--- src/rtl/mdu_issue_ctrl_pkg.sv ---
// Shared opcode/state encodings and default latencies for the MDU issue controller.
package mdu_pkg;

  typedef enum logic [3:0] {
    OP_NONE  = 4'd0,
    OP_MULT  = 4'd1,
    OP_MULTU = 4'd2,
    OP_DIV   = 4'd3,
    OP_DIVU  = 4'd4,
    OP_MTHI  = 4'd5,
    OP_MTLO  = 4'd6,
    OP_MFHI  = 4'd7,
    OP_MFLO  = 4'd8
  } md_op_e;

  typedef enum logic [1:0] {
    ST_IDLE    = 2'd0,
    ST_MULBUSY = 2'd1,
    ST_DIVBUSY = 2'd2
  } mdu_state_e;

  localparam int MULT_CYC_DEF = 5;
  localparam int DIV_CYC_DEF  = 10;
  localparam int CNT_W_DEF    = 4;

  function automatic logic is_mul_op(input logic [3:0] op);
    return (op == OP_MULT) || (op == OP_MULTU);
  endfunction

  function automatic logic is_div_op(input logic [3:0] op);
    return (op == OP_DIV) || (op == OP_DIVU);
  endfunction

  function automatic logic is_write_op(input logic [3:0] op);
    return (op == OP_MTHI) || (op == OP_MTLO);
  endfunction

  // Codes 9..15 fall outside the MD class and behave like NONE.
  function automatic logic is_md_op(input logic [3:0] op);
    return (op >= OP_MULT) && (op <= OP_MFLO);
  endfunction

endpackage

--- src/rtl/mdu_issue_ctrl_if.sv ---
// Pipeline-side bundle of the MDU issue controller: E/D-stage inputs and MDU strobes.
interface mdu_issue_ctrl_if;
  logic       req;
  logic       e_valid;
  logic [3:0] e_op;
  logic       d_is_md;
  logic       md_start;
  logic       md_write;
  logic [3:0] md_op;
  logic       busy;
  logic       done;
  logic       stall;
  logic       proto_err;

  modport master (
    output req, e_valid, e_op, d_is_md,
    input  md_start, md_write, md_op, busy, done, stall, proto_err
  );

  modport slave (
    input  req, e_valid, e_op, d_is_md,
    output md_start, md_write, md_op, busy, done, stall, proto_err
  );
endinterface

--- src/rtl/mdu_issue_ctrl_busy_cnt.sv ---
// Loadable down-counter timing an MDU operation; zero marks the final busy cycle.
module mdu_busy_cnt #(
  parameter int CNT_W = 4
) (
  input  logic             clk,
  input  logic             reset,
  input  logic             load,
  input  logic [CNT_W-1:0] load_val,
  output logic             zero,
  output logic             active
);

  logic [CNT_W-1:0] count_reg;
  logic             active_reg;

  always_ff @(posedge clk or negedge reset) begin
    if (!reset) begin
      count_reg  <= '0;
      active_reg <= 1'b0;
    end else if (load) begin
      count_reg  <= load_val;
      active_reg <= 1'b1;
    end else if (active_reg) begin
      if (count_reg != '0) count_reg <= count_reg - 1'b1;
      else                 active_reg <= 1'b0;
    end
  end

  assign zero   = (count_reg == '0);
  assign active = active_reg;

endmodule

--- src/rtl/mdu_issue_ctrl.sv ---
// E-stage MDU sequencer: issue strobes, busy countdown, D-stage stall, sticky protocol error.
// Optional MDU_ISSUE_PERF_EN adds free-running stall/issue counters.
module mdu_issue_ctrl
  import mdu_pkg::*;
#(
  parameter int MULT_CYC = MULT_CYC_DEF,
  parameter int DIV_CYC  = DIV_CYC_DEF,
  parameter int CNT_W    = CNT_W_DEF
) (
  input  logic            clk,
  input  logic            reset,
  mdu_issue_ctrl_if.slave bus
`ifdef MDU_ISSUE_PERF_EN
  ,
  output logic [31:0]     perf_stall,
  output logic [31:0]     perf_issue
`endif
);

  // Counter starts at latency-1 so that busy spans exactly the latency.
  localparam logic [CNT_W-1:0] MUL_LOAD = CNT_W'(MULT_CYC - 1);
  localparam logic [CNT_W-1:0] DIV_LOAD = CNT_W'(DIV_CYC - 1);

  mdu_state_e       state_reg, state_next;
  logic             busy;
  logic             issue_ok;
  logic             start;
  logic             cnt_load;
  logic [CNT_W-1:0] cnt_load_val;
  logic             cnt_zero;
  logic             cnt_active;
  logic             proto_err_reg;

  mdu_busy_cnt #(.CNT_W(CNT_W)) u_busy_cnt (
    .clk      (clk),
    .reset    (reset),
    .load     (cnt_load),
    .load_val (cnt_load_val),
    .zero     (cnt_zero),
    .active   (cnt_active)
  );

  assign busy     = (state_reg != ST_IDLE);
  // Reset gates the strobes so they read low while reset is held.
  assign issue_ok = reset & bus.e_valid & ~bus.req & ~busy;
  assign start    = issue_ok & (is_mul_op(bus.e_op) | is_div_op(bus.e_op));

  always_ff @(posedge clk or negedge reset) begin
    if (!reset) state_reg <= ST_IDLE;
    else        state_reg <= state_next;
  end

  always_comb begin
    state_next   = state_reg;
    cnt_load     = 1'b0;
    cnt_load_val = '0;
    unique case (state_reg)
      ST_IDLE: begin
        if (start) begin
          cnt_load = 1'b1;
          if (is_mul_op(bus.e_op)) begin
            state_next   = ST_MULBUSY;
            cnt_load_val = MUL_LOAD;
          end else begin
            state_next   = ST_DIVBUSY;
            cnt_load_val = DIV_LOAD;
          end
        end
      end
      ST_MULBUSY, ST_DIVBUSY: begin
        if (cnt_zero) state_next = ST_IDLE;
      end
      default: state_next = ST_IDLE;
    endcase
  end

  always_ff @(posedge clk or negedge reset) begin
    if (!reset)                                        proto_err_reg <= 1'b0;
    else if (bus.e_valid && is_md_op(bus.e_op) && busy) proto_err_reg <= 1'b1;
  end

  assign bus.md_start  = start;
  assign bus.md_write  = issue_ok & is_write_op(bus.e_op);
  assign bus.md_op     = bus.e_op;
  assign bus.busy      = busy;
  assign bus.done      = busy & cnt_active & cnt_zero;
  assign bus.stall     = bus.d_is_md & (busy | start);
  assign bus.proto_err = proto_err_reg;

`ifdef MDU_ISSUE_PERF_EN
  logic [31:0] perf_stall_reg;
  logic [31:0] perf_issue_reg;

  always_ff @(posedge clk or negedge reset) begin
    if (!reset) begin
      perf_stall_reg <= '0;
      perf_issue_reg <= '0;
    end else begin
      if (bus.stall) perf_stall_reg <= perf_stall_reg + 32'd1;
      if (start)     perf_issue_reg <= perf_issue_reg + 32'd1;
    end
  end

  assign perf_stall = perf_stall_reg;
  assign perf_issue = perf_issue_reg;
`endif

endmodule

--- src/flat_wrapper.sv ---
// flat-port wrapper written by rule: the top's interface ports become plain ports
module mdu_issue_ctrl_flat import mdu_pkg::*;
#(
  parameter int MULT_CYC = MULT_CYC_DEF,
  parameter int DIV_CYC  = DIV_CYC_DEF,
  parameter int CNT_W    = CNT_W_DEF
)
  (clk, reset, bus_req, bus_e_valid, bus_e_op, bus_d_is_md, bus_md_start, bus_md_write, bus_md_op, bus_busy, bus_done, bus_stall, bus_proto_err);
  mdu_issue_ctrl_if bus_i ();
  input  logic clk;
  input  logic reset;
  input wire logic [$bits(bus_i.req)-1:0] bus_req;
  input wire logic [$bits(bus_i.e_valid)-1:0] bus_e_valid;
  input wire logic [$bits(bus_i.e_op)-1:0] bus_e_op;
  input wire logic [$bits(bus_i.d_is_md)-1:0] bus_d_is_md;
  output wire logic [$bits(bus_i.md_start)-1:0] bus_md_start;
  output wire logic [$bits(bus_i.md_write)-1:0] bus_md_write;
  output wire logic [$bits(bus_i.md_op)-1:0] bus_md_op;
  output wire logic [$bits(bus_i.busy)-1:0] bus_busy;
  output wire logic [$bits(bus_i.done)-1:0] bus_done;
  output wire logic [$bits(bus_i.stall)-1:0] bus_stall;
  output wire logic [$bits(bus_i.proto_err)-1:0] bus_proto_err;
  assign bus_i.req = bus_req;
  assign bus_i.e_valid = bus_e_valid;
  assign bus_i.e_op = bus_e_op;
  assign bus_i.d_is_md = bus_d_is_md;
  assign bus_md_start = bus_i.md_start;
  assign bus_md_write = bus_i.md_write;
  assign bus_md_op = bus_i.md_op;
  assign bus_busy = bus_i.busy;
  assign bus_done = bus_i.done;
  assign bus_stall = bus_i.stall;
  assign bus_proto_err = bus_i.proto_err;
  mdu_issue_ctrl #(.MULT_CYC(MULT_CYC), .DIV_CYC(DIV_CYC), .CNT_W(CNT_W)) u_core (.clk(clk), .reset(reset), .bus(bus_i));
endmodule
--- config.mk ---
export PLATFORM = sky130hd
export DESIGN_NAME = mdu_issue_ctrl_flat
export DESIGN_NICKNAME = d
export VERILOG_FILES = /design/src/rtl/mdu_issue_ctrl_pkg.sv /design/src/rtl/mdu_issue_ctrl_if.sv /design/src/rtl/mdu_issue_ctrl_busy_cnt.sv /design/src/rtl/mdu_issue_ctrl.sv /design/src/flat_wrapper.sv
export SDC_FILE = /design/constraint.sdc
export NUM_CORES = 1
export LEC_CHECK = 0
export ABC_AREA = 1
export CAP_MARGIN = 5
export CORE_UTILIZATION = 44
export CTS_CLUSTER_SIZE = 10
export DETAILED_ROUTE_END_ITERATION = 7
export GPL_TIMING_DRIVEN = 0
export PLACE_DENSITY = 0.82
export SLEW_MARGIN = 25
export SYNTH_ARGS = -nofsm -noshare
export SYNTH_HDL_FRONTEND = slang
export SYNTH_SLANG_ARGS = --single-unit
--- constraint.sdc ---
create_clock -name clk -period 1.6 [get_ports clk]
set_input_delay 0.16 -clock clk [delete_from_list [all_inputs] [get_ports clk]]
set_output_delay 0.16 -clock clk [all_outputs]
set_load 0.005 [all_outputs]
==> impl_metrics.csv, run 1 <==
group,metric,value,unit
floorplan,rows,13,
power,p_sw_frac,0.425,
logic_synthesis,synth.net_count,99,
power,p_total,1.21,mW
sta,worst_slew_pin_slew,382,ps
outcome,violations,"design-rule violations, negative setup slack",
finish,final_cell_mix,"nand2_1, clkdlybuf4s50_1, inv_1, nand3_1",
logic_synthesis,synth_area,611,um2
setup_path,start_kind,"flip-flop",
floorplan,pin_count,19,
place,post-dp-hpwl,1050,um
finish,drive_above_1_share,0.278,
global_route,antenna_found_initial,0,
route,drt_iter0_drc,18,
floorplan,fp.dieW,39.3,um
floorplan,die_h,39.3,um
setup_path,critPathRequiredTime,1440,ps
logic_synthesis,synth_edf_count,0,
cts,cts_tree,"done",
setup_path,worst-path-buf-inv,3,
place,dp.cells,121,
setup_path,timing.critical_path.max_delay_family,"flip-flops",
outcome,run_status,"finished, violations left",
logic_synthesis,synth_flop_cell,"dfrtp_1",
cts,path_clk_slew,60,ps
logic_synthesis,yosys_register_bits,8,
power,power_switching,515,uW
place,port_buffers,18,
power,clkPwrFrac,0.133,
floorplan,placeableCoreArea,0.00130,mm2
finish,syn2layout_area_growth,48.4,%
power,power.density,1340,mW/mm2
cts,cts.root.buffer_cell,"clkbuf_4",
power,comb_power_share,0.579,
sta,layout_min_cycle_time,1620,ps
cts,clock_latency,260,ps
setup_path,crit_fanout,3,
route,num_vias,680,
logic_synthesis,yosys_warnings,0,
setup_path,max_stage_delay,390,ps
sta,fmax,619,MHz
global_route,grt_max_degree,9,
global_route,grt_pass1_wl,2270,um
finish,largest_reg_flops,4,
logic_synthesis,netlist_instances,88,
place,gp_congestion,0.743,
route,ant_nets,0,
logic_synthesis,yosys.area_share.xor_xnor,0.0143,
sta,hold_viol_final,0,
sta,setup_viol,1,
global_route,grt_pass1_vias,566,
power,p_seq_frac,0.288,
finish,layoutNonFillerInstCount,130,
global_route,track_usage,0.227,
logic_synthesis,ys_seq_area_frac,0.328,
cts,cts_max_path_buffers,2,
cts,cts.sinks,8,
logic_synthesis,synth-simple-area-share,0.422,
finish,antennaDiodeCount,0,
cts,numCtsBuffers,3,
finish,mostFrequentLayoutCell,"nand2_1",
logic_synthesis,synth_top_family_by_area,"simple AND/OR/NAND/NOR gates",
setup_path,arrival,1460,ps
logic_synthesis,synthAdderAreaFrac,0.0410,
finish,layout.nets,128,
sta,slew_violations,0,
setup_path,cp_slowest_cell,"dfrtp_1",
sta,relSlewSlack,0.744,
setup_path,endpoint_kind,"output pin",
route,firstDrtPassIters,6,
sta,whs,420,ps
logic_synthesis,ys_types,23,
sta,rsz0062_at_grt,"yes",
hold_path,min_path_type,"input port to flip-flop",
global_route,grt-ovfl-total,0,
logic_synthesis,async_reset_ff_frac,1.00,
sta,period_share,1.01,
setup_path,regToRegSetupSlack,120,ps
power,p_int,696,uW
route,drc,2,
power,peakVddDrop,0.000763,V
power,power.leakage,0.486,nW
floorplan,die_area,0.00154,mm2
cts,htreeDepth,1,
floorplan,start_util,0.469,
route,wl_per_cell,11.6,um
logic_synthesis,synthMuxAreaShare,0,
sta,finClkSkew,8.03,ps
setup_path,setup.worst_path.class,"flip-flop to output pin",
logic_synthesis,synth_compound_area_frac,0.0533,
route,wl,1510,um
route,avgViaCountPerCell,5.23,
setup_path,path_cells,"inv_2, ha_4, nand2_4, nor2_4, nand3_4, buf_6, a21boi_2, buf_2",
logic_synthesis,postSynthAreaPerCell,6.94,um2
sta,fin_ws,-15.9,ps
job,maxCapViolations,0,
-- repair_timing --
action,in CTS,in global routing
endpoints found under the hold margin,8,0
pin swaps,2,2
hold buffers,1,0
endpoints found under the setup margin,5,7
resized for setup,14,13
setup buffers,4,2
-- path summary, 6_finish.rpt --
kind | start | to | cells after the start
max reg2reg | u_core.state_reg[0] | u_core.state_reg[1] | 11
min | bus_e_op[0] | u_core.bus.proto_err | 4
max | u_core.state_reg[0] | bus_stall | 8
max in group asynchronous | reset | u_core.bus.proto_err | 2
min reg2reg | u_core.bus.proto_err | u_core.bus.proto_err | 1
min in group asynchronous | reset | u_core.u_busy_cnt.count_reg[2] | 2
-- cell families (layout without fill, tap and decap cells) --
| family | Yosys count | after routing |
|---|---|---|
| AND/OR/NAND/NOR | 53 | 53 |
| buffers and inverters | 19 | 46 |
| flip-flops | 8 | 8 |
| AO/OA/AOI/OAI | 5 | 5 |
| adder cells (fa/ha/maj) | 2 | 2 |
| XOR/XNOR | 1 | 1 |
-- tightest hold or removal path, stage by stage --
cell and delay (ps):
dlymetal6s2s_1 210, nor2_4 70, a21oi_1 120, o21bai_1 70
-- layer usage --
layer,up-vias,GRT usage,wire length [um]
met3,2,0.0852,67
met2,17,0.400,805
li1,328,-,-
met5,-,0,0
met1,333,0.245,623
met4,0,0.0776,16
-- layout make-up --
type / instances / area, um2
inverters: 15 / 56.3
well taps: 15 / 18.8
fillers: 111 / 395
multi-input cells: 61 / 360
repair buffers: 24 / 218
plain buffers: 4 / 30.0
clock buffers: 3 / 22.5
flip-flops and latches: 8 / 200
-- through the flow --
stage          setup slack [ps]  setup TNS, ps   util  cell area, um2
3_5_place_dp               -657          -2750  0.622             810
5_1_grt                    -102           -169  0.696             906
4_1_cts                    -102           -102  0.673             876
2_1_floorplan               298              0      -             611
3_3_place_gp               -623          -2500  0.622             810
6_report                  -15.9          -15.9  0.696             906
-- cells in the mapped netlist (all sizes together) (2+ instances only) --
master,count,area (um2)
buf,4,30.0
dfrtp,8,200
ha,2,25.0
inv,14,52.6
nand2,33,139
nand3,11,67.6
nor2,6,32.5
-- power groups by stage --
| stage | sequential [mW] | combinational [mW] | clock (mW) |
|---|---|---|---|
| floorplan | 0.332 | 0.429 | 0 |
| global placement | 0.338 | 0.595 | 0 |
| detailed placement | 0.342 | 0.624 | 0 |
| CTS | 0.344 | 0.664 | 0.158 |
| global route | 0.358 | 0.791 | 0.174 |
| finish | 0.349 | 0.701 | 0.161 |
Power figures use the tool's default switching activity.
==> inputs of run 2 (changes only) <==
SLEW_MARGIN = 20   (was 25)
==> results of run 2 <==
Final layout, timing and power as in run 1 (identical DEF).
